--- src/rtl/router_pkg.sv ---
// Shared router definitions: arbiter FSM encoding, default bus and packet
// dimensions, and the beat-counter sizing helper.
package router_pkg;

  typedef enum logic [1:0] {
    ST_IDLE  = 2'd0,
    ST_GRANT = 2'd1,
    ST_BURST = 2'd2,
    ST_DRAIN = 2'd3
  } arb_state_t;

  localparam int ADDR_WIDTH_DEF = 10;
  localparam int DATA_WIDTH_DEF = 64;
  localparam int NUMBER_PACKET  = 19;

  // Width of a counter that holds beat indices 0..burst_len-1.
  function automatic int beat_cnt_w(input int burst_len);
    return (burst_len > 1) ? $clog2(burst_len) : 1;
  endfunction

endpackage

--- src/rtl/mem_read_arbiter_if.sv ---
// Request/grant, memory read port and return stream of the shared read arbiter.
// master = the arbiter, slave = requesters plus the memory.
interface mem_read_arbiter_if #(
  parameter int NUM_REQ    = 4,
  parameter int ADDR_WIDTH = router_pkg::ADDR_WIDTH_DEF,
  parameter int DATA_WIDTH = router_pkg::DATA_WIDTH_DEF
);
  logic [NUM_REQ-1:0]            req;
  logic [NUM_REQ*ADDR_WIDTH-1:0] req_addr;
  logic [NUM_REQ-1:0]            gnt;
  logic                          busy;
  logic                          mem_rd_en;
  logic [ADDR_WIDTH-1:0]         mem_rd_addr;
  logic [DATA_WIDTH-1:0]         mem_rd_data;
  logic [DATA_WIDTH-1:0]         rd_data;
  logic                          rd_valid;
  logic                          rd_last;
  logic [NUM_REQ-1:0]            rd_owner;

  modport master (
    input  req, req_addr, mem_rd_data,
    output gnt, busy, mem_rd_en, mem_rd_addr, rd_data, rd_valid, rd_last, rd_owner
  );

  modport slave (
    output req, req_addr, mem_rd_data,
    input  gnt, busy, mem_rd_en, mem_rd_addr, rd_data, rd_valid, rd_last, rd_owner
  );
endinterface

--- src/rtl/rr_picker.sv ---
// Combinational round-robin picker: the first set request at or above ptr,
// wrapping modulo NUM_REQ, wins. Shared with the output-port arbitration.
module rr_picker #(
  parameter int NUM_REQ = 4,
  parameter int IDX_W   = (NUM_REQ > 1) ? $clog2(NUM_REQ) : 1
) (
  input  logic [NUM_REQ-1:0] req,
  input  logic [IDX_W-1:0]   ptr,
  output logic [NUM_REQ-1:0] win_oh,
  output logic [IDX_W-1:0]   win_idx,
  output logic               win_any
);

  // Scan upward from the pointer and keep the first hit.
  always_comb begin
    int j;
    win_oh  = '0;
    win_idx = '0;
    win_any = 1'b0;
    j       = 0;
    for (int i = 0; i < NUM_REQ; i++) begin
      j = int'(ptr) + i;
      if (j >= NUM_REQ) j = j - NUM_REQ;
      if (!win_any && req[j]) begin
        win_any    = 1'b1;
        win_oh[j]  = 1'b1;
        win_idx    = IDX_W'(j);
      end
    end
  end

endmodule

--- src/rtl/mem_read_arbiter.sv ---
// Round-robin owner of the packet-memory read port. Each grant issues a
// BURST_LEN-word burst of consecutive reads and returns the words, tagged
// with the owner, two cycles after each read strobe.
module mem_read_arbiter
  import router_pkg::*;
#(
  parameter int NUM_REQ    = 4,
  parameter int ADDR_WIDTH = ADDR_WIDTH_DEF,
  parameter int DATA_WIDTH = DATA_WIDTH_DEF,
  parameter int BURST_LEN  = NUMBER_PACKET
) (
  input logic                clk,
  input logic                rst,
  mem_read_arbiter_if.master bus
);

  localparam int IDX_W  = (NUM_REQ > 1) ? $clog2(NUM_REQ) : 1;
  localparam int BEAT_W = beat_cnt_w(BURST_LEN);
  localparam logic [BEAT_W-1:0] LAST_BEAT = BEAT_W'(BURST_LEN - 1);

  arb_state_t              state;
  logic [IDX_W-1:0]        ptr;
  logic [NUM_REQ-1:0]      win_oh;
  logic [IDX_W-1:0]        win_idx;
  logic                    win_any;
  logic [BEAT_W-1:0]       beat;
  logic                    drain_cnt;
  logic [NUM_REQ-1:0]      gnt_q;
  logic [NUM_REQ-1:0]      owner_q;
  logic                    busy_q;

  logic                    rd_en_p0;
  logic                    last_p0;
  logic [ADDR_WIDTH-1:0]   addr_p0;

  logic                    vld_p1;
  logic                    last_p1;
  logic [NUM_REQ-1:0]      own_p1;

  logic                    vld_p2;
  logic                    last_p2;
  logic [NUM_REQ-1:0]      own_p2;
  logic [DATA_WIDTH-1:0]   data_p2;

  rr_picker #(.NUM_REQ(NUM_REQ), .IDX_W(IDX_W)) u_picker (
    .req     (bus.req),
    .ptr     (ptr),
    .win_oh  (win_oh),
    .win_idx (win_idx),
    .win_any (win_any)
  );

  // Arbitration FSM; also issues the read strobe/address stream (stage p0).
  always_ff @(posedge clk or posedge rst) begin
    if (rst) begin
      state     <= ST_IDLE;
      ptr       <= '0;
      beat      <= '0;
      drain_cnt <= 1'b0;
      gnt_q     <= '0;
      owner_q   <= '0;
      busy_q    <= 1'b0;
      rd_en_p0  <= 1'b0;
      last_p0   <= 1'b0;
      addr_p0   <= '0;
    end else begin
      gnt_q <= '0;
      case (state)
        ST_IDLE: begin
          if (win_any) begin
            state    <= ST_GRANT;
            gnt_q    <= win_oh;
            owner_q  <= win_oh;
            busy_q   <= 1'b1;
            rd_en_p0 <= 1'b1;
            last_p0  <= 1'b0;
            addr_p0  <= bus.req_addr[int'(win_idx)*ADDR_WIDTH +: ADDR_WIDTH];
            ptr      <= (win_idx == IDX_W'(NUM_REQ - 1)) ? '0 : win_idx + IDX_W'(1);
          end
        end
        ST_GRANT: begin
          state   <= ST_BURST;
          beat    <= BEAT_W'(1);
          addr_p0 <= addr_p0 + ADDR_WIDTH'(1);
          last_p0 <= (LAST_BEAT == BEAT_W'(1));
        end
        ST_BURST: begin
          if (beat == LAST_BEAT) begin
            state     <= ST_DRAIN;
            rd_en_p0  <= 1'b0;
            last_p0   <= 1'b0;
            drain_cnt <= 1'b0;
          end else begin
            beat    <= beat + BEAT_W'(1);
            addr_p0 <= addr_p0 + ADDR_WIDTH'(1);
            last_p0 <= ((beat + BEAT_W'(1)) == LAST_BEAT);
          end
        end
        ST_DRAIN: begin
          if (drain_cnt) begin
            state  <= ST_IDLE;
            busy_q <= 1'b0;
          end else begin
            drain_cnt <= 1'b1;
          end
        end
        default: state <= ST_IDLE;
      endcase
    end
  end

  // Return path: p1 tracks the memory access cycle, p2 registers the word.
  always_ff @(posedge clk or posedge rst) begin
    if (rst) begin
      vld_p1  <= 1'b0;
      last_p1 <= 1'b0;
      own_p1  <= '0;
      vld_p2  <= 1'b0;
      last_p2 <= 1'b0;
      own_p2  <= '0;
      data_p2 <= '0;
    end else begin
      vld_p1  <= rd_en_p0;
      last_p1 <= rd_en_p0 & last_p0;
      own_p1  <= rd_en_p0 ? owner_q : '0;
      vld_p2  <= vld_p1;
      last_p2 <= vld_p1 & last_p1;
      own_p2  <= own_p1;
      data_p2 <= bus.mem_rd_data;
    end
  end

  assign bus.gnt         = gnt_q;
  assign bus.busy        = busy_q;
  assign bus.mem_rd_en   = rd_en_p0;
  assign bus.mem_rd_addr = addr_p0;
  assign bus.rd_data     = data_p2;
  assign bus.rd_valid    = vld_p2;
  assign bus.rd_last     = last_p2;
  assign bus.rd_owner    = own_p2;

endmodule
--- src/flat_wrapper.sv ---
// flat-port wrapper written by rule: the top's interface ports become plain ports
module mem_read_arbiter_flat import router_pkg::*;
#(
  parameter int NUM_REQ    = 4,
  parameter int ADDR_WIDTH = ADDR_WIDTH_DEF,
  parameter int DATA_WIDTH = DATA_WIDTH_DEF,
  parameter int BURST_LEN  = NUMBER_PACKET
)
  (clk, rst, bus_req, bus_req_addr, bus_mem_rd_data, bus_gnt, bus_busy, bus_mem_rd_en, bus_mem_rd_addr, bus_rd_data, bus_rd_valid, bus_rd_last, bus_rd_owner);
  mem_read_arbiter_if #(.NUM_REQ(NUM_REQ), .ADDR_WIDTH(ADDR_WIDTH), .DATA_WIDTH(DATA_WIDTH)) bus_i ();
  input logic clk;
  input logic rst;
  input wire logic [$bits(bus_i.req)-1:0] bus_req;
  input wire logic [$bits(bus_i.req_addr)-1:0] bus_req_addr;
  input wire logic [$bits(bus_i.mem_rd_data)-1:0] bus_mem_rd_data;
  output wire logic [$bits(bus_i.gnt)-1:0] bus_gnt;
  output wire logic [$bits(bus_i.busy)-1:0] bus_busy;
  output wire logic [$bits(bus_i.mem_rd_en)-1:0] bus_mem_rd_en;
  output wire logic [$bits(bus_i.mem_rd_addr)-1:0] bus_mem_rd_addr;
  output wire logic [$bits(bus_i.rd_data)-1:0] bus_rd_data;
  output wire logic [$bits(bus_i.rd_valid)-1:0] bus_rd_valid;
  output wire logic [$bits(bus_i.rd_last)-1:0] bus_rd_last;
  output wire logic [$bits(bus_i.rd_owner)-1:0] bus_rd_owner;
  assign bus_i.req = bus_req;
  assign bus_i.req_addr = bus_req_addr;
  assign bus_i.mem_rd_data = bus_mem_rd_data;
  assign bus_gnt = bus_i.gnt;
  assign bus_busy = bus_i.busy;
  assign bus_mem_rd_en = bus_i.mem_rd_en;
  assign bus_mem_rd_addr = bus_i.mem_rd_addr;
  assign bus_rd_data = bus_i.rd_data;
  assign bus_rd_valid = bus_i.rd_valid;
  assign bus_rd_last = bus_i.rd_last;
  assign bus_rd_owner = bus_i.rd_owner;
  mem_read_arbiter #(.NUM_REQ(NUM_REQ), .ADDR_WIDTH(ADDR_WIDTH), .DATA_WIDTH(DATA_WIDTH), .BURST_LEN(BURST_LEN)) u_core (.clk(clk), .rst(rst), .bus(bus_i));
endmodule
--- config.mk ---
export PLATFORM = sky130hd
export DESIGN_NAME = mem_read_arbiter_flat
export DESIGN_NICKNAME = d
export VERILOG_FILES = /design/src/rtl/router_pkg.sv /design/src/rtl/mem_read_arbiter_if.sv /design/src/rtl/rr_picker.sv /design/src/rtl/mem_read_arbiter.sv /design/src/flat_wrapper.sv
export SDC_FILE = /design/constraint.sdc
export NUM_CORES = 1
export LEC_CHECK = 0
export ABC_AREA = 1
export BUFFER_PORTS_ARGS = -buffer_cell sky130_fd_sc_hd__buf_2
export CAP_MARGIN = 0
export CORE_UTILIZATION = 43
export CTS_CLUSTER_SIZE = 25
export DETAILED_ROUTE_END_ITERATION = 7
export PLACE_DENSITY = 0.88
export SLEW_MARGIN = 0
export SYNTH_ARGS = -nofsm -noshare
export SYNTH_HDL_FRONTEND = slang
export SYNTH_SLANG_ARGS = --single-unit
--- constraint.sdc ---
create_clock -name clk -period 3.7 [get_ports clk]
set_input_delay 1.11 -clock clk [delete_from_list [all_inputs] [get_ports clk]]
set_output_delay 1.11 -clock clk [all_outputs]
set_load 0.03 [all_outputs]
* Yosys cells after proc, flatten, opt, wreduce, memory -nomap -nowiden
Index checks and enable logic that the tools add are counted.
Storage, ports and cells: flip-flop bits (word level) 107, input bits 110, output and inout port bits 86, logic and storage cells 138
Cells by class: add/subtract/negate cells 10, multiply operators 1, $lt $le $gt $ge 12, equality and inequality tests 10, shift-type cells 1, mux-type cells 58, bitwise logic cells 5, reductions and logical operators 24
Operator list (number):
- $ge 32x1->1 const B | 4
- $lt 32x4->1 const B | 4
- $mux 32 | 4
- $shiftx 40x32->10 | 1
- $pmux 10 s3 | 1
- $mux 4 | 7
- $mux 1 | 21
- $mux 10 | 2
- $mux 2 | 8
- $or 4x4->4 | 3
- $reduce_and 3->1 | 4
- $sub 3x3->4 const B | 3
- $add 10x1->10 const B | 1
- $eq 5x5->1 const B | 2
- $pmux 5 s2 | 1
- $ge 3x3->1 const B | 3
- $bmux 1 s2 | 4
- $demux 1 s2 | 4
- $pmux 2 s4 | 1
- $reduce_and 2->1 | 4
- $reduce_bool 2->1 | 4
- $logic_and 1x1->1 | 7
- $add 2x2->3 const B | 2
- $eq 2x2->1 const B | 3
- 16 further kinds | 23

* Longest topological paths before layout
Gate-level depths: netlist of the first run.
depth after elaboration 19, mapped depth 16, depth with buffers taken out 14

* Hierarchy
Synthesis of the first run repeated with hierarchy kept, for this count alone.
Unflattened totals: cells, all modules 448, area, all modules 4391.7 µm²
By module, submodules not included:
- mem_read_arbiter | instances 1, cells each 371, area an instance 3931.3 µm²
- rr_picker | instances 1, cells each 77, area an instance 460.4 µm²

* Worst setup path before layout of the first run
OpenSTA, ideal clock, no wires.
path type input port to flip-flop, start point input bus_req[3], end point register u_core.addr_p0[6], in the netlist u_core.bus.mem_rd_addr[6], arrival time 2.189 ns, data required time 3.578 ns, slack 1.390 ns, cell stages on the path 14, path buffers 1, cell sequence inv_1 nand2_1 nand3_2 nand2_4 inv_2 o21ai_2 nand2_1 nand2_2 buf_2 nand3_1 nand3_1 nand2_1 nand2_1 a21oi_2
On the way: word-level cells in the longest chain between the ends 17, elaborated cells on any way between the ends 32, classes of those cells mul: 1; eq/ne: 1; shift: 1; mux: 22; reduce/logical: 7
Ends and longest elaborated chain:
- start: declaration | line flat_wrapper.sv:13 | input wire logic [$bits(bus_i.req)-1:0] bus_req;
- $bmux 1 s2 | line rr_picker.sv:24 | if (!win_any && req[j]) begin
- $mux 1 (not written as such) (2 in a row) | line rr_picker.sv:24
- $mux 1 | line rr_picker.sv:24
- $logic_not 1->1 | line rr_picker.sv:24
- $logic_and 1x1->1 | line rr_picker.sv:24
- $mux 1 | line rr_picker.sv:24
- $logic_not 1->1 | line rr_picker.sv:24
- $logic_and 1x1->1 | line rr_picker.sv:24
- $mux 1 | line rr_picker.sv:24
- $logic_not 1->1 | line rr_picker.sv:24
- $logic_and 1x1->1 | line rr_picker.sv:24
- $mux 2 | line rr_picker.sv:24
- $mul 2x3->5 | line mem_read_arbiter.sv:77 | addr_p0 <= bus.req_addr[int'(win_idx)*ADDR_WIDTH +: ADDR_WIDTH];
- $shiftx 40x32->10 | line mem_read_arbiter.sv:77
- $mux 10 | line mem_read_arbiter.sv:70 | if (win_any) begin
- $pmux 10 s3 | line mem_read_arbiter.sv:68 | case (state)
- end signal: assignment | line mem_read_arbiter.sv:77
- end signal: assignment | line mem_read_arbiter.sv:84 | addr_p0 <= addr_p0 + ADDR_WIDTH'(1);
- end signal: assignment | line mem_read_arbiter.sv:95 | addr_p0 <= addr_p0 + ADDR_WIDTH'(1);
- end: declaration | line mem_read_arbiter.sv:34 | logic [ADDR_WIDTH-1:0] addr_p0;
Parallel ways exist; a longest one is shown, timed or not. The select of a mux whose other input is x is not followed. A chain may end at the register's enable or synchronous reset.

* Worst setup path after layout of the first run
start point register u_core.ptr[0], end point register u_core.addr_p0[7], in the netlist u_core.bus.mem_rd_addr[7]
On the way: word-level cells in the longest chain between the ends 19, elaborated cells on any way between the ends 47, classes of those cells add/sub: 7; mul: 1; order compare: 4; eq/ne: 1; shift: 1; mux: 26; reduce/logical: 7
Ends and longest elaborated chain:
- start: declaration | line mem_read_arbiter.sv:22 | logic [IDX_W-1:0] ptr;
- start signal: assignment | line mem_read_arbiter.sv:78 | ptr <= (win_idx == IDX_W'(NUM_REQ - 1)) ? '0 : win_idx + IDX_W'(1);
- branches (longest 19 deep; another with $sub 3x3->4)
Several ways; the timed one is not identified. The select of a mux whose other input is x is not followed.

==> impl_results.md, run 1 <==
* Status: completed
* Setup_tns at 0 ps
* Gr usage total at 0.205
* Commonest non-fill, non-tap cells in the layout: buf_2, dfrtp_1, nand2_1
* Mapped Avg Cell Area at 9.75 um^2
* Mux cell area share after synthesis at 0
* Post-route setup slack at 836 ps
* Nets at 793
* Largest net degree at the start of global routing at 108
* Die Ht at 106 um
* PortBufs at 195
* Pwr Density at 838 nW/um^2
* Final WL at 11200 um
* Max Slew Vio Count at 0
* Ant. Diodes at 0
* Detailed Place HPWL at 8810 um
* Most common cell after layout, fill and taps aside: buf_2
* Crit path required time at 4000 ps
* Reg clk slew, reported paths at 110 ps
* Max-cap violations at 0
* RSZ-0062 raised after global routing: false
* Async SR Flop Fraction at 1.00
* Met3 usage at 0.0427
* Syn nets at 599
* Via count at 3773
* TritonCTS clock tree: done
* Routability Congestion at 0.842
* Core area at 10400 um^2
* Critical path arrival at 3160 ps
* H-tree levels at 3
* CTS buffer count at 9
* Fmax at 349 MHz
* Adder-cell share of the synthesized area at 0.0406
* Post-synth EDFFs at 0
* Critical path class: flop to flop
* Min-Delay Path Class: flop to flop
* Rel. slew slack at 0.612
* Footprint of the multi-input gates at 1510 um^2
* CTS Sinks at 107
* Lkg Pwr at 3.31 nW
* Rows at 37
* Crit start category: flop
* Die area at 11200 um^2
* Worst VDD drop at 0.000693 V
* DR WL/cell at 13.9 um
* Pre-antenna DRT Iters at 4
* Crit path time final at 2860 ps
* Top FF cell, synth: dfrtp_1
* Skew final at 11.6 ps
* CTS hold repair buffers at 0
* Setup Slack @ Placement at 820 ps
* CTS Root Cell: clkbuf_8
* Main combinational cell family by area after synthesis: simple AND/OR/NAND/NOR gates
* Clock Latency Late Sink at 370 ps
* DRT iter0 DRCs at 219
* Crit share post-route at 0.774
* FF/Latch Area at 2680 um^2
* Vias/cell at 4.66
* Synth Cell Area at 4620 um^2
* Synthesis-to-layout area growth at 27.3%
* Mapped Cells at 474
* Io pins at 196
* Total grt overflow at 0
* First-pass GRT wire length at 17800 um
* Post-cts resize count at 0
* Post-synthesis compound-gate area fraction at 0.0634
* Die X at 106 um
* Synth Area in Simple Gates at 0.212
* Vias in the first global route at 3583
* DRT antenna net count at 0
* Met1 Usage GRT at 0.244
* CP max FO at 23
* Share of layout cells above drive strength 1 at 0.373
* Number of fill cells at 940
* Initial core utilization at 0.445
* Syn. warnings at 0
* Measured slew at the worst slew-check pin at 582 ps
* Antenna violations before repair at 0
* Final hold vios at 0
* Post-CTS Repair Setup Buffers at 0
* Synth Register Bits at 107
* Met2 global-route usage at 0.370
* Final-report setup violation count at 0
* Synth unique cells at 36
* CP Capture Type: flop
* Drc violations at 0
* Sequential area share after synthesis at 0.580
* Gr busiest metal: met2
* Max Root-Sink Buffers at 2
* Post-synthesis xor/xnor area fraction at 0.0114
-- metrics by stage --
stage / total power (W) / instance area [um^2] / hold slack (ps) / cells / utilization
after floorplan: 0.00382 / 4620 / 331 / 474 / -
after global routing: 0.00534 / 5880 / 356 / 809 / 0.567
final: 0.00493 / 5880 / 348 / 809 / 0.567
after CTS: 0.00497 / 5880 / 350 / 809 / 0.567
after detailed placement: 0.00426 / 5680 / 338 / 793 / 0.547
after global placement: 0.00418 / 5680 / 335 / 793 / 0.547
-- area by class of cell --
class / instances / share of cell area
inverters: 83 / 0.0545
repair buffers: 196 / 0.169
flip-flops and latches: 107 / 0.455
clock buffers: 10 / 0.0234
clock inverters: 6 / 0.0115
well taps: 136 / 0.0289
multi-input cells: 271 / 0.257
-- logic make-up (layout without fill, tap and decap cells) --
logic type                 count (synthesis)  count (layout)
AOI/OAI and AO/OA                         45              45
xor gates and xnor gates                   6               6
adders and majority gates                 15              15
buffers and inverters                     96             295
DFF                                      107             107
and+or+nand+nor                          205             205
-- state kept, by name (all words and copies together), names as in the netlist, 2 cells and up --
register / cells
u_core.bus.mem_rd_addr: 10
u_core.state: 2
u_core.bus.rd_data: 64
u_core.own_p1: 4
u_core.ptr: 2
u_core.bus.rd_owner: 4
u_core.beat: 5
u_core.owner_q: 4
u_core.bus.gnt: 4
-- critical path, cell delays in order (launching register included) --
cell and delay [ps]:
dfrtp_1 720, inv_6 120, ha_1 430, inv_1 100
nand3_1 110, nand2_2 100, a21oi_1 150, nand2_1 70
nand2_2 320, nand2_4 230, nand2_1 120, nand3_1 70
nand2_1 80, nand2_1 60, a21oi_2 130
-- synth_stat cells (all sizes together) (2+ instances only) --
library cell / n / area, um^2
a21oi: 21 / 139
a22oi: 2 / 15.0
inv: 82 / 313
nand4: 5 / 67.6
ha: 15 / 188
xor2: 5 / 43.8
o21ai: 12 / 63.8
dfrtp: 107 / 2680
o22ai: 4 / 25.0
nor3: 5 / 25.0
nand3b: 2 / 15.0
nand2: 105 / 449
nor2: 29 / 116
nand3: 58 / 300
buf: 12 / 109
o221ai: 2 / 17.5
-- power by group --
part           switching [W]  leakage [nW]  internal, W
logic                0.00180          1.92     0.000859
registers           0.000184          1.29      0.00139
clock network       0.000422         0.103     0.000282
-- metal layers --
metal | up-vias | routed length [um]
met5 | - | 0
met4 | 0 | 190
met3 | 14 | 745
met2 | 151 | 5750
met1 | 1735 | 4540
li1 | 1873 | -
-- worst paths after layout --
kind	startpoint	to	slack (ps)	cells past startpoint
setup / recovery	u_core.ptr[0]	u_core.bus.mem_rd_addr[7]	840	14
hold / removal	u_core.own_p1[1]	u_core.bus.rd_owner[1]	350	0
setup reg to reg	u_core.ptr[0]	u_core.bus.mem_rd_addr[7]	840	14
hold reg to reg	u_core.own_p1[1]	u_core.bus.rd_owner[1]	350	0
max in group asynchronous	rst	u_core.bus.rd_data[62]	2410	3
min in group asynchronous	rst	u_core.bus.rd_data[6]	900	3
Note: power is estimated with default switching activity, not from simulation.
==> run 2, diff against run 1 <==
- clock period: 3.7 -> 2.4 ns (I/O delays scaled with it)
==> run 2 against run 1 <==
  * Utilization is 0.51 points higher
  * Sequential share of layout area is 0.40 points lower
  * Maximum frequency is 27% higher
  * Via count is 1.5% higher
  * Critical path depth stayed put
  * Global-route usage is 0.16 points lower
  * Count of clock-buffer cells in the layout stayed put
  * Wire length is 0.86% lower
  * Cell area is 0.89% higher
  * Worst hold slack worse by 0.89 ps
  * Clock skew is 1.5 ps lower
==> impl_results.md, run 2 (synthesis gave the netlist of run 1 again) <==
* Critical path arrival at 2510 ps (-650 ps)
* Total grt overflow at 0 (unchanged)
* Rows at 37 (unchanged)
* Ant. Diodes at 0 (unchanged)
* Max FFs per register at 64 (unchanged)
* Initial core utilization at 0.445 (unchanged)
* Max Root-Sink Buffers at 2 (unchanged)
* Final-report setup violation count at 0 (unchanged)
* Share of layout cells above drive strength 1 at 0.381 (+0.00793)
* CP peak stage delay at 420 ps (-300 ps)
* DR WL/cell at 13.6 um (-1.7%)
* Die Ht at 106 um (unchanged)
* Gr usage total at 0.204 (-0.00158)
* CTS Root Cell: clkbuf_8
* Clock Latency Late Sink at 360 ps (about the same)
* Crit path time final at 2250 ps (-617 ps)
* Pwr Density at 1310 nW/um^2 (+56%)
* Reg-to-reg startpoint: u_core.ptr[0]
* Finished Layout Cells at 816 (+0.87%)
* Placed cells at 800 (+0.88%)
* H-tree levels at 3 (unchanged)
* Reg2Reg Setup Slack at 150 ps (-680 ps)
* Vias in the first global route at 3692 (+3.0%)
* Sw frac at 0.484 (-0.00299)
* Max Slew Vio Count at 0 (unchanged)
* Crit path max-delay cell type: dfrtp_1
* Most common cell after layout, fill and taps aside: buf_2
* Crit start category: flop
* Rel. slew slack at 0.646 (+0.0341)
* Io pins at 196 (unchanged)
* Number of fill cells at 927 (-1.4%)
* DRT antenna net count at 0 (unchanged)
* Status: completed
* DRT iter0 DRCs at 251 (+15%)
* Synthesis-to-layout area growth at 28.5%
* PortBufs at 195 (unchanged)
* Part of the power in the clock network at 0.132 (-0.011)
* Family with the most delay on the worst path: simple AND/OR/NAND/NOR gates
* Die X at 106 um (unchanged)
* Die area at 11200 um^2 (unchanged)
* Post-route setup slack at 153 ps (-683 ps)
* Final hold vios at 0 (unchanged)
* CP bufs+invs at 3 (+1)
* Core area at 10400 um^2 (unchanged)
* Placed Area at 5730 um^2 (+0.93%)
* Min-Delay Path Class: flop to flop
* Fmax at 445 MHz (+27%)
* FF-to-FF path depth at 14 (unchanged)
* Worst VDD drop at 0.000903 V (+30%)
* Crit path cell chain: inv_6 -> ha_2 -> inv_1 -> nand3_1 -> nand2_2 -> a21oi_2 -> nand2_1 -> nand2_2 -> buf_4 -> nand3b_1 -> nand3_1 -> nand3_1 -> nand2_1 -> nand2_1
* Crit path required time at 2670 ps (-1330 ps)
* Critical path class: flop to flop
* Commonest non-fill, non-tap cells in the layout: buf_2, dfrtp_1, nand2_1
* CTS buffer count at 9 (unchanged)
* CP Capture Type: flop
* CTS Sinks at 107 (unchanged)
* RR Endpoint: u_core.bus.mem_rd_addr[1]
* Max-cap violations at 0 (unchanged)
* Tot Pwr at 0.00776 W (+57%)
* Critical Path Stages at 14 (unchanged)
* Measured slew at the worst slew-check pin at 531 ps (-51.1 ps)
* Worst setup endpoint: u_core.bus.mem_rd_addr[1]
* Post-CTS Repair Setup Buffers at 0 (unchanged)
* Cell Int Power at 0.00400 W (+58%)
* Crit share post-route at 0.936 (+0.162)
* First-pass GRT wire length at 17900 um (+0.66%)
* Routability Congestion at 0.829 (-1.6%)
* Via count at 3830 (+1.5%)
* Worst setup startpoint: u_core.ptr[0]
* Sequential share of power at 0.306 (-0.013)
* Largest net degree at the start of global routing at 108 (unchanged)
* Vias/cell at 4.69 (+0.64%)
* Lkg Pwr at 3.33 nW (+0.58%)
* Detailed Place HPWL at 8810 um (about the same)
* Comb pwr share at 0.563 (+0.024)
* Reg clk slew, reported paths at 110 ps (about the same)
* Setup Slack @ Placement at 105 ps (-715 ps)
* Skew final at 10.1 ps (-1.46 ps)
* Final WL at 11100 um (-0.86%)
* NetSw at 0.00376 W (+56%)
* Pre-antenna DRT Iters at 4 (unchanged)
* Antenna violations before repair at 0 (unchanged)
* CP max FO at 14 (-39%)
* Setup_tns at 0 ps (unchanged)
* Nets at 800 (+0.88%)
* Final Cell Area at 5930 um^2 (+0.89%)
* TritonCTS clock tree: done
* Drc violations at 0 (unchanged)
[run 2: through the flow]
stage           util  hold slack (ps)
6_report       0.572              347
2_1_floorplan      -              331
3_5_place_dp   0.552              338
4_1_cts        0.570              353
3_3_place_gp   0.552              333
5_1_grt        0.572              358
[run 2: worst min path at each step]
stage | from | slack (ps) | to | cells past startpoint
after floorplan | u_core.own_p1[0] | 330 | u_core.bus.rd_owner[0] | 0
after global placement | u_core.own_p1[0] | 330 | u_core.bus.rd_owner[0] | 0
after detailed placement | u_core.own_p1[1] | 340 | u_core.bus.rd_owner[1] | 0
after CTS | u_core.own_p1[1] | 350 | u_core.bus.rd_owner[1] | 0
after global routing | u_core.own_p1[1] | 360 | u_core.bus.rd_owner[1] | 0
final | u_core.own_p1[1] | 350 | u_core.bus.rd_owner[1] | 0
[run 2: final cells by class]
class	instances	area [um^2]	area share
Sequential cell	107	2680	0.451
Multi-Input combinational cell	271	1530	0.258
Timing Repair Buffer	203	1050	0.177
Inverter	83	323	0.0544
Tap cell	136	170	0.0287
Clock buffer	10	128	0.0215
Clock inverter	6	55.1	0.00928
[run 2: per-layer routing]
layer  vias to the layer above  GRT usage  share of wire
li1                       1884          -              -
met1                      1778      0.233           0.40
met2                       154      0.376           0.51
met3                        14     0.0365          0.070
met4                         0     0.0774          0.018
met5                         -          0              0
[run 2: power groups by stage]
stage / registers, W / logic, W / clock network [W]
finish: 0.00237 / 0.00437 / 0.00102
detailed placement: 0.00241 / 0.00427 / 0
floorplan: 0.00280 / 0.00309 / 0
global placement: 0.00240 / 0.00419 / 0
CTS: 0.00238 / 0.00428 / 0.00105
global route: 0.00242 / 0.00491 / 0.00112
[run 2: repair_timing]
action	in CTS	in global routing
hold buffers	0	0
gates resized for setup	0	5
setup endpoints to repair	0	11
